==> src/rtl/mfp_uart_word_loader_if.sv <==
// Write-request channel between the UART word loader and the downstream bus master.
// The loader holds wr_addr/wr_data stable while wr_valid is high; a transfer happens on wr_valid & wr_ready.
interface mfp_uart_word_loader_if;
    logic        wr_valid;
    logic        wr_ready;
    logic [31:0] wr_addr;
    logic [31:0] wr_data;

    modport master (
        output wr_valid,
        output wr_addr,
        output wr_data,
        input  wr_ready
    );

    modport slave (
        input  wr_valid,
        input  wr_addr,
        input  wr_data,
        output wr_ready
    );
endinterface

==> src/rtl/mfp_uart_word_loader.sv <==
// UART 8N1 program loader: packs four received bytes little-endian into a 32-bit word and
// offers it as a write request at an auto-incrementing address.
module mfp_uart_word_loader #(
    parameter int unsigned CLK_FREQ     = 50_000_000,
    parameter int unsigned BAUD         = 115_200,
    parameter logic [31:0] BASE_ADDR    = 32'h0000_0000,
    parameter int unsigned TIMEOUT_BITS = 16
) (
    input  logic                           HCLK,
    input  logic                           HRESETn,
    input  logic                           UART_RX,
    input  logic                           enable,
    mfp_uart_word_loader_if.master         bus,
    output logic                           byte_err,
    output logic                           overrun,
    output logic                           busy
);

    localparam int unsigned DIVISOR = CLK_FREQ / BAUD;
    localparam int unsigned TMO_CYC = TIMEOUT_BITS * DIVISOR;
    localparam int          TW      = $clog2(DIVISOR + 1);
    localparam int          IW      = $clog2(TMO_CYC + 1);

    localparam logic [TW-1:0] T_FULL = TW'(DIVISOR - 1);
    localparam logic [TW-1:0] T_HALF = TW'((DIVISOR / 2) - 1);
    localparam logic [IW-1:0] I_LAST = IW'(TMO_CYC - 1);

    typedef enum logic [1:0] {
        ST_IDLE  = 2'd0,
        ST_START = 2'd1,
        ST_DATA  = 2'd2,
        ST_STOP  = 2'd3
    } state_t;

    state_t        state_q;
    logic          rx_meta_q;
    logic          rx_sync_q;
    logic [TW-1:0] timer_q;
    logic [IW-1:0] idle_cnt_q;
    logic [2:0]    bit_idx_q;
    logic [7:0]    shift_q;
    logic [23:0]   asm_q;
    logic [1:0]    byte_cnt_q;
    logic          wr_valid_q;
    logic [31:0]   wr_addr_q;
    logic [31:0]   wr_data_q;
    logic          byte_err_q;
    logic          overrun_q;

    assign bus.wr_valid = wr_valid_q;
    assign bus.wr_addr  = wr_addr_q;
    assign bus.wr_data  = wr_data_q;
    assign byte_err     = byte_err_q;
    assign overrun      = overrun_q;
    assign busy         = (state_q != ST_IDLE) || (byte_cnt_q != 2'd0);

    // Two-flop synchroniser for the asynchronous serial line, idling high.
    always_ff @(posedge HCLK or negedge HRESETn) begin
        if (!HRESETn) begin
            rx_meta_q <= 1'b1;
            rx_sync_q <= 1'b1;
        end else begin
            rx_meta_q <= UART_RX;
            rx_sync_q <= rx_meta_q;
        end
    end

    // Receive FSM, byte assembly, partial-word timeout and write-request handshake.
    always_ff @(posedge HCLK or negedge HRESETn) begin
        if (!HRESETn) begin
            state_q    <= ST_IDLE;
            timer_q    <= '0;
            idle_cnt_q <= '0;
            bit_idx_q  <= 3'd0;
            shift_q    <= 8'd0;
            asm_q      <= 24'd0;
            byte_cnt_q <= 2'd0;
            wr_valid_q <= 1'b0;
            wr_addr_q  <= BASE_ADDR;
            wr_data_q  <= 32'd0;
            byte_err_q <= 1'b0;
            overrun_q  <= 1'b0;
        end else if (!enable) begin
            state_q    <= ST_IDLE;
            timer_q    <= '0;
            idle_cnt_q <= '0;
            bit_idx_q  <= 3'd0;
            byte_cnt_q <= 2'd0;
            wr_valid_q <= 1'b0;
            wr_addr_q  <= BASE_ADDR;
            byte_err_q <= 1'b0;
            overrun_q  <= 1'b0;
        end else begin
            byte_err_q <= 1'b0;

            // Transfer is evaluated first; a word completing in the same cycle sees wr_valid_q=1 and overruns.
            if (wr_valid_q && bus.wr_ready) begin
                wr_valid_q <= 1'b0;
                wr_addr_q  <= wr_addr_q + 32'd4;
            end else begin
                wr_valid_q <= wr_valid_q;
            end

            case (state_q)
                ST_IDLE: begin
                    if (!rx_sync_q) begin
                        state_q    <= ST_START;
                        timer_q    <= T_HALF;
                        idle_cnt_q <= '0;
                    end else if (byte_cnt_q != 2'd0) begin
                        if (idle_cnt_q == I_LAST) begin
                            byte_cnt_q <= 2'd0;
                            idle_cnt_q <= '0;
                        end else begin
                            idle_cnt_q <= idle_cnt_q + IW'(1);
                        end
                    end else begin
                        idle_cnt_q <= '0;
                    end
                end
                ST_START: begin
                    if (timer_q == '0) begin
                        if (!rx_sync_q) begin
                            state_q   <= ST_DATA;
                            bit_idx_q <= 3'd0;
                            timer_q   <= T_FULL;
                        end else begin
                            state_q   <= ST_IDLE;
                        end
                    end else begin
                        timer_q <= timer_q - TW'(1);
                    end
                end
                ST_DATA: begin
                    if (timer_q == '0) begin
                        shift_q <= {rx_sync_q, shift_q[7:1]};
                        timer_q <= T_FULL;
                        if (bit_idx_q == 3'd7) begin
                            state_q <= ST_STOP;
                        end else begin
                            bit_idx_q <= bit_idx_q + 3'd1;
                        end
                    end else begin
                        timer_q <= timer_q - TW'(1);
                    end
                end
                ST_STOP: begin
                    if (timer_q == '0) begin
                        state_q <= ST_IDLE;
                        if (rx_sync_q) begin
                            byte_cnt_q <= byte_cnt_q + 2'd1;
                            case (byte_cnt_q)
                                2'd0: asm_q[7:0]   <= shift_q;
                                2'd1: asm_q[15:8]  <= shift_q;
                                2'd2: asm_q[23:16] <= shift_q;
                                2'd3: begin
                                    if (!wr_valid_q) begin
                                        wr_data_q  <= {shift_q, asm_q};
                                        wr_valid_q <= 1'b1;
                                    end else begin
                                        overrun_q  <= 1'b1;
                                    end
                                end
                                default: asm_q <= asm_q;
                            endcase
                        end else begin
                            byte_err_q <= 1'b1;
                        end
                    end else begin
                        timer_q <= timer_q - TW'(1);
                    end
                end
                default: begin
                    state_q <= ST_IDLE;
                end
            endcase
        end
    end

endmodule

==> src/flat_wrapper.sv <==
// flat-port wrapper written by rule: the top's interface ports become plain ports
module mfp_uart_word_loader_flat 
#(
    parameter int unsigned CLK_FREQ     = 50_000_000,
    parameter int unsigned BAUD         = 115_200,
    parameter logic [31:0] BASE_ADDR    = 32'h0000_0000,
    parameter int unsigned TIMEOUT_BITS = 16
)
  (HCLK, HRESETn, UART_RX, enable, byte_err, overrun, busy, bus_wr_valid, bus_wr_addr, bus_wr_data, bus_wr_ready);
  mfp_uart_word_loader_if bus_i ();
  input  logic HCLK;
  input  logic HRESETn;
  input  logic UART_RX;
  input  logic enable;
  output logic byte_err;
  output logic overrun;
  output logic busy;
  output wire logic [$bits(bus_i.wr_valid)-1:0] bus_wr_valid;
  output wire logic [$bits(bus_i.wr_addr)-1:0] bus_wr_addr;
  output wire logic [$bits(bus_i.wr_data)-1:0] bus_wr_data;
  input wire logic [$bits(bus_i.wr_ready)-1:0] bus_wr_ready;
  assign bus_wr_valid = bus_i.wr_valid;
  assign bus_wr_addr = bus_i.wr_addr;
  assign bus_wr_data = bus_i.wr_data;
  assign bus_i.wr_ready = bus_wr_ready;
  mfp_uart_word_loader #(.CLK_FREQ(CLK_FREQ), .BAUD(BAUD), .BASE_ADDR(BASE_ADDR), .TIMEOUT_BITS(TIMEOUT_BITS)) u_core (.HCLK(HCLK), .HRESETn(HRESETn), .UART_RX(UART_RX), .enable(enable), .bus(bus_i), .byte_err(byte_err), .overrun(overrun), .busy(busy));
endmodule
==> config.mk <==
export PLATFORM = sky130hd
export DESIGN_NAME = mfp_uart_word_loader_flat
export DESIGN_NICKNAME = d
export VERILOG_FILES = /design/src/rtl/mfp_uart_word_loader_if.sv /design/src/rtl/mfp_uart_word_loader.sv /design/src/flat_wrapper.sv
export SDC_FILE = /design/constraint.sdc
export NUM_CORES = 1
export LEC_CHECK = 0
export ABC_AREA = 1
export CAP_MARGIN = 10
export CELL_PAD_IN_SITES_DETAIL_PLACEMENT = 0
export CELL_PAD_IN_SITES_GLOBAL_PLACEMENT = 1
export CORE_MARGIN = 3
export CORE_UTILIZATION = 42
export CTS_CLUSTER_DIAMETER = 30
export DETAILED_ROUTE_END_ITERATION = 10
export GPL_TIMING_DRIVEN = 0
export PLACE_DENSITY_LB_ADDON = 0.1
export SKIP_CTS_REPAIR_TIMING = 1
export SLEW_MARGIN = 30
export SYNTH_ARGS = -nofsm -noshare
export SYNTH_HDL_FRONTEND = slang
export SYNTH_SLANG_ARGS = --single-unit
==> constraint.sdc <==
create_clock -name HCLK -period 2.3 [get_ports HCLK]
set_clock_uncertainty 0.1 [all_clocks]
set_input_delay 0.23 -clock HCLK [delete_from_list [all_inputs] [get_ports HCLK]]
set_output_delay 0.23 -clock HCLK [all_outputs]
set_load 0.005 [all_outputs]
# Word-level counts from Yosys, hierarchy flattened

Cells that the tools add are included.

Output and inout bits: 68
Bits in registers: 130
Logic and storage cells: 121
Bits in writable memories: 0
Latch bits: 0
Memories: 0
Bits in read-only memories: 0

Equality and inequality tests: 30
Div/mod/pow operators: 0
Reductions and logical operators: 17
Bitwise logic cells: 1
Mux-type cells: 52
Add/subtract/negate cells: 5
Shift operators: 0
Order comparisons: 0
Multipliers: 0

Operators by type and width:

| cell                    | number |
|---|---|
| $mux W13                | 5 |
| $mux W32                | 2 |
| $mux W9                 | 6 |
| $pmux W9 S4             | 1 |
| $add A32 B3 Y32 const B | 1 |
| $reduce_and A5 Y1       | 6 |
| $mux W2                 | 13 |
| $ne A3 B2 Y1 const B    | 8 |
| $mux W1                 | 17 |
| $mux W3                 | 5 |
| $ne A2 B1 Y1 const B    | 7 |
| $add A13 B1 Y13 const B | 1 |
| $eq A13 B13 Y1 const B  | 1 |
| $ne A3 B3 Y1 const B    | 4 |
| $reduce_and A6 Y1       | 2 |
| $logic_not A9 Y1        | 1 |
| $sub A9 B1 Y9 const B   | 1 |
| $eq A2 B2 Y1 const B    | 4 |
| $pmux W2 S4             | 1 |
| $ne A3 B1 Y1 const B    | 2 |
| $pmux W3 S2             | 1 |
| $reduce_and A3 Y1       | 2 |
| $eq A2 B1 Y1 const B    | 2 |
| $logic_not A2 Y1        | 2 |
| 9 further kinds         | 10 |

# Logic depth before layout (Yosys ltp)

Gate-level depths: netlist of run 1.

Depth after elaboration: 8
Mapped depth: 13
Depth with buffers taken out: 12

# Worst setup path after synthesis of run 1

Ideal clock, no wire load.

Path type: register to register
Start point: reg u_core.timer_q[0]
End point: reg u_core.asm_q[13]
Setup time: 122 ps
Stages on the path, launching flop included: 11
Arrival: 1505 ps
Period minus slack after synthesis: 1728 ps
Path buffers: 1
Slack: 572 ps
Data required time: 2078 ps
Path through: dfrtp_1 > inv_1 > ha_1 > nand2_4 > nor2_8 > nand2_4 > nor2_8 > nand3_4 > buf_6 > nand2_1 > o21ai_1

Word-level cells in the longest chain between the ends: 2

RTL lines:

| what                               | RTL line                    | RTL |
|---|---|---|
| from (decl)                        | mfp_uart_word_loader.sv:38  | `logic [TW-1:0] timer_q;` |
| from (signal assigned)             | mfp_uart_word_loader.sv:131 | `timer_q <= timer_q - TW'(1);` |
| from (signal assigned)             | mfp_uart_word_loader.sv:144 | `timer_q <= timer_q - TW'(1);` |
| from (signal assigned)             | mfp_uart_word_loader.sv:170 | `timer_q <= timer_q - TW'(1);` |
| $logic_not A9 Y1                   | mfp_uart_word_loader.sv:148 | `if (timer_q == '0) begin` |
| $reduce_and A5 Y1 (no source line) | --                          |  |
| to (signal assigned)               | mfp_uart_word_loader.sv:154 | `2'd1: asm_q[15:8] <= shift_q;` |
| to (signal assigned)               | mfp_uart_word_loader.sv:164 | `default: asm_q <= asm_q;` |
| to (decl)                          | mfp_uart_word_loader.sv:42  | `logic [23:0] asm_q;` |

No other way between the ends.
A chain may end at the register's enable or synchronous reset.

# Final worst setup path of run 1

Start point: reg u_core.state_q[0]
End point: out busy

Word-level cells in the longest chain between the ends: 2

RTL lines:

| what                   | RTL line                    | RTL |
|---|---|---|
| from (decl)            | mfp_uart_word_loader.sv:35  | `state_t state_q;` |
| from (signal assigned) | mfp_uart_word_loader.sv:71  | `state_q <= ST_IDLE;` |
| from (signal assigned) | mfp_uart_word_loader.sv:84  | `state_q <= ST_IDLE;` |
| from (signal assigned) | mfp_uart_word_loader.sv:107 | `state_q <= ST_START;` |
| $reduce_bool A2 Y1     | mfp_uart_word_loader.sv:55  | `assign busy = (state_q != ST_IDLE) \|\| (byte_cnt_q != 2'd0);` |
| $logic_or A1 B1 Y1     | mfp_uart_word_loader.sv:55  |  |
| to (decl)              | flat_wrapper.sv:17          | `output logic busy;` |

No other way between the ends.

==> impl_results.md, run 1 <==
- Status: finished clean
- Detailed Place HPWL: 11,100 microns
- # setup viols final: 0
- Reg2Reg Setup Slack: 0.27 ns
- Routed length per instance: 14.3 microns
- Ys flop type: dfrtp_1
- Clk pin slew, worst setup/hold paths: 0.06 ns
- Layout fillers: 1,403
- Post-Syn Area: 6340 sq um
- CTS sink cnt: 128
- Tot GR Track Use: 19.8%
- Die width: 129 microns
- Slew @ Worst Pin: 0.768 ns
- DRC Markers: 0
- Die Span Y: 129 microns
- Largest net degree at the start of global routing: 80
- DRT iter0 DRCs: 235
- Commonest non-fill, non-tap cell in the layout: nand2_1
- Yosys warnings: 0
- Root Buffer: clkbuf_16
- Initial Util: 43.3%
- Net switching power: 1.87 mW
- Netlist cell types: 36
- Data required, critical path: 1.97 ns
- Register area share after synthesis: 50.6%
- Lkg Pwr: 3.65 nW
- Final Hold Violating Endpoints: 0
- Critical Path End Type: output port
- Yosys reg bits: 128
- Vias in the first global route: 5,279
- Ports: 73
- Post-DP Area: 7300 sq um
- Antenna Nets Post-Route: 0
- Comb pwr share: 17.5%
- EDFF count, synth: 0
- Clock buffer depth: 2
- Slew headroom: 48.4%
- Part of the power in registers: 38.7%
- Part of the cycle the worst path needs: 94.5%
- Cells after synthesis: 799
- Via density: 5.02
- Post-Route WL: 15,500 microns
- Post-route cell area: 7930 sq um
- Kind of critical path: reg2out
- Max_cap viols: 0
- Asr flop ratio synth: 100%
- TritonCTS clock tree: built
- # H-tree levels: 4
- First-pass GRT wire length: 26,300 microns
- Area Overhead vs Synth: 25.1%
- Sw frac: 30.0%
- Total grt overflow: 0
- Setup tns final: 0 ns
- Core ar.: 14,600 sq um
- Max IR drop VDD: 457 uV
- Startpoint Class: register
- DR vias: 5,467
- Unrepaired setup endpoints after global routing: no
- Most frequent cells in the layout: nand2_1, dfrtp_1, inv_1
- Clock Power Share: 43.9%
- Fin crit period: 2.17 ns
- Final max-slew violation count: 0
- P_int: 4.37 mW
- Syn Area/Cell: 7.93 sq um
- Crit-path max FO: 5
- Site Rows: 44
- HP Class: in2reg
- Input/output buffers: 70
- Final GP Congestion: 0.827
- ANT cells: 0
- Layout net count: 909
- PD cells: 787 nW/um^2
- Fmax: 0.460 GHz
- Worst skew pair latency: 0.42 ns
- Crit path DAT: 1.84 ns
- Initial DRT Pass Iterations: 5
- CTS buffer count: 17
- Share of post-route cells with drive strength above 1: 7.52%
- Die area: 16,600 sq um
- Initial antenna violation count: 0
## final timing paths
check                                         startpoint                                  to  depth (start not counted)
max                        u_core.state_q[0]$_DFFE_PN0P_                                busy                          4
min in group asynchronous                        HRESETn  u_core.bus.wr_addr[30]$_DFFE_PN0N_                          2
max in group asynchronous                        HRESETn  u_core.bus.wr_addr[24]$_DFFE_PN0N_                          3
min reg2reg                   u_core.rx_meta_q$_DFF_PN1_          u_core.rx_sync_q$_DFF_PN1_                          0
max reg2reg                u_core.state_q[0]$_DFFE_PN0P_  u_core.bus.wr_data[15]$_DFFE_PN0P_                          6
min                                              UART_RX          u_core.rx_meta_q$_DFF_PN1_                          1
## power groups by stage
stage / Sequential (mW) / Combinational (mW) / Clock (mW)
floorplan: 2.44 / 0.804 / 0
global placement: 2.45 / 1.06 / 0
detailed placement: 2.45 / 1.09 / 0
CTS: 2.42 / 1.10 / 2.78
global route: 2.43 / 1.25 / 2.90
finish: 2.41 / 1.09 / 2.74
## cells in the mapped netlist (10+ instances only)
cell	n	area share, %
a21oi_1	16	1.3
buf_2	10	0.79
dfrtp_1	126	50
ha_1	13	2.6
inv_1	85	5.0
nand2_1	261	15
nand3_1	63	5.0
nand4_1	16	1.6
nor2_1	71	4.2
nor3_1	12	0.95
o21ai_0	45	3.6
o21ai_1	26	2.1
## kinds of logic after synthesis
logic type      share of synthesized area, %
simple gates                            30.6
flops                                   50.6
fa+ha+maj                               2.57
xor+xnor                                1.24
buf+inv                                 7.09
other cells                           0.0592
compound gates                          7.88
## registers in the layout, summed over array words and instances, names as in the netlist, 3 cells and up
name	count
u_core.shift_q	8
u_core.timer_q	9
u_core.bus.wr_addr	30
u_core.idle_cnt_q	13
u_core.bus.wr_data	32
u_core.bit_idx_q	3
u_core.asm_q	24
## area by class of cell
type | instances | area (sq um) | share of cell area, %
Clock buffer | 22 | 474 | 5.98
Clock inverter | 10 | 128 | 1.61
Sequential cell | 128 | 3210 | 40.4
Buffer | 22 | 125 | 1.58
Inverter | 86 | 324 | 4.09
Multi-Input combinational cell | 564 | 2700 | 34.0
Tap cell | 184 | 230 | 2.90
Timing Repair Buffer | 72 | 743 | 9.37
## worst max-delay path, stage by stage (launching register included)
cell and delay [ns]:
dfrtp_1 0.42, inv_1 0.12, ha_1 0.30, nand2_1 0.10, clkdlybuf4s50_1 0.50
## through the flow
stage | power, mW | std cells | hold slack, ns | setup slack (ns) | util (%)
after floorplan | 3.24 | 800 | -0.166 | 0.572 | -
after global placement | 3.52 | 1054 | 0.247 | -4.28 | 49.7
after detailed placement | 3.55 | 1055 | 0.0734 | -0.00722 | 49.9
after CTS | 6.29 | 1087 | -0.377 | 0.0979 | 54.0
after global routing | 6.58 | 1088 | 0.124 | 0.000598 | 54.2
final | 6.24 | 1088 | 0.118 | 0.128 | 54.2
## metal layers
metal	up-vias	track usage, %	share of wire, %
li1	2739	-	-
met1	2612	26.8	47
met2	101	32.2	48
met3	15	3.99	3.2
met4	0	6.36	1.1
met5	-	0	0
No activity file was read; power rests on OpenSTA's default activity.
==> inputs of run 2 (changes only) <==
--- a/config.mk
+++ b/config.mk
@@ -15,6 +15,7 @@
 export DETAILED_ROUTE_END_ITERATION = 10
 export GPL_TIMING_DRIVEN = 0
 export PLACE_DENSITY_LB_ADDON = 0.1
+export RECOVER_POWER = 100
 export SKIP_CTS_REPAIR_TIMING = 1
 export SLEW_MARGIN = 30
 export SYNTH_ARGS = -nofsm -noshare
==> impl_results.md, run 2 (synthesis gave the netlist of run 1 again) <==
- Status: finished clean
- # setup viols final: 0
- Fin Hold WS: 0.248 ns
- Buffers & Inverters on Critical Path: 2
- Initial antenna violation count: 0
- Min setup slack post-route: 0.130 ns
- Storage cell area: 3210 sq um
- Area Overhead vs Synth: 24.2%
- Final Hold Violating Endpoints: 0
- Area taken by multi-input logic gates: 2660 sq um
- Die width: 129 microns
- CTS buffer count: 17
- Crit-path max FO: 5
- Via density: 5.03
- Net switching power: 1.84 mW
- Most used routing layer: met2
- Fmax: 0.461 GHz
- Clock Power Share: 44.1%
- DRC Markers: 0
- Crit path DAT: 1.84 ns
- Most frequent cells in the layout: nand2_1, dfrtp_1, inv_1
- Max IR drop VDD: 458 uV
- Clock buffer depth: 2
- Grt met2 use: 32.2%
- Final GP Congestion: 0.827
- Kind of critical path: reg2out
- Placement-stage worst setup slack: -0.00722 ns
- Initial DRT Pass Iterations: 4
- Comb pwr share: 16.9%
- Slowest CP cell: clkdlybuf4s50_1
- Setup tns final: 0 ns
- Grt met3 use: 3.99%
- # H-tree levels: 4
- Core ar.: 14,600 sq um
- Lkg Pwr: 3.87 nW
- Part of the power in registers: 39.0%
- Root Buffer: clkbuf_16
- ANT cells: 0
- Post-DP Area: 7300 sq um
- Fin crit period: 2.17 ns
- Part of the cycle the worst path needs: 94.3%
- Die area: 16,600 sq um
- Slew @ Worst Pin: 1.34 ns
- Die Span Y: 129 microns
- Ports: 73
- Share of post-route cells with drive strength above 1: 6.86%
- CTS sink cnt: 128
- Routed length per instance: 14.3 microns
- Vias in the first global route: 5,279
- Antenna Nets Post-Route: 0
- Clk pin slew, worst setup/hold paths: 0.06 ns
- Site Rows: 44
- Critical Path End Type: output port
- DR vias: 5,470
- Post-route cell area: 7870 sq um
- Max reg flops: 32
- Commonest non-fill, non-tap cell in the layout: nand2_1
- Final max-slew violation count: 0
- Largest net degree at the start of global routing: 80
- PD cells: 787 nW/um^2
- Unrepaired setup endpoints after global routing: no
- Cell Chain, Critical Path: inv_1 -> ha_1 -> nand2_1 -> clkdlybuf4s50_1
- Input/output buffers: 70
- CP peak stage delay: 0.50 ns
- Tot GR Track Use: 19.8%
- Total grt overflow: 0
- Worst skew pair latency: 0.42 ns
- Detailed Place HPWL: 11,100 microns
- Max_cap viols: 0
- Data required, critical path: 1.97 ns
- Delay-heaviest family, CP: buffers and inverters
- First-pass GRT wire length: 26,300 microns
- Layout net count: 909
- TritonCTS clock tree: built
- Initial Util: 43.3%
- Met1 GRT Util: 26.8%
- Startpoint Class: register
- Sw frac: 29.7%
- P_int: 4.36 mW
- Post-Route WL: 15,500 microns
- DRT iter0 DRCs: 263
- Slew headroom: 10.7%
- HP Class: in2reg
- Layout fillers: 1,411
run 2: layout make-up:
class,instances,share of cell area (%)
Inverter,86,4.12
Buffer,22,1.49
Multi-Input combinational cell,564,33.8
Clock inverter,10,1.62
Sequential cell,128,40.7
Tap cell,184,2.92
Clock buffer,22,6.02
Timing Repair Buffer,72,9.31
run 2: metal layers:
metal | share of wire, % | up-vias | routed length [microns]
met5 | 0 | - | 0
met1 | 47 | 2596 | 7320
met3 | 3.5 | 12 | 548
met4 | 0.68 | 0 | 105
li1 | - | 2744 | -
met2 | 49 | 118 | 7570
run 2: power groups by stage:
| stage | clock, mW | combinational (mW) | sequential, mW |
|---|---|---|---|
| final | 2.73 | 1.05 | 2.41 |
| after global placement | 0 | 1.06 | 2.45 |
| after detailed placement | 0 | 1.09 | 2.45 |
| after global routing | 2.90 | 1.21 | 2.43 |
| after floorplan | 0 | 0.804 | 2.44 |
| after CTS | 2.78 | 1.10 | 2.42 |
run 2: path summary, 6_finish.rpt:
kind	startpoint	to	slack [ns]	depth (start not counted)
setup / recovery	u_core.state_q[0]$_DFFE_PN0P_	busy	0.13	4
hold / removal	UART_RX	u_core.rx_meta_q$_DFF_PN1_	0.25	1
setup reg to reg	u_core.timer_q[0]$_DFFE_PN0P_	u_core.asm_q[6]$_DFFE_PN0P_	0.18	10
hold reg to reg	u_core.rx_meta_q$_DFF_PN1_	u_core.rx_sync_q$_DFF_PN1_	0.26	0
max in group asynchronous	HRESETn	u_core.bus.wr_addr[24]$_DFFE_PN0N_	0.54	3
min in group asynchronous	HRESETn	u_core.bus.wr_addr[30]$_DFFE_PN0N_	0.55	2
run 2: stage by stage:
stage	cells	power (mW)	utilization, %
after floorplan	800	3.24	-
after global placement	1054	3.52	49.7
after detailed placement	1055	3.55	49.9
after CTS	1087	6.29	54.0
after global routing	1088	6.54	53.8
final	1088	6.20	53.8
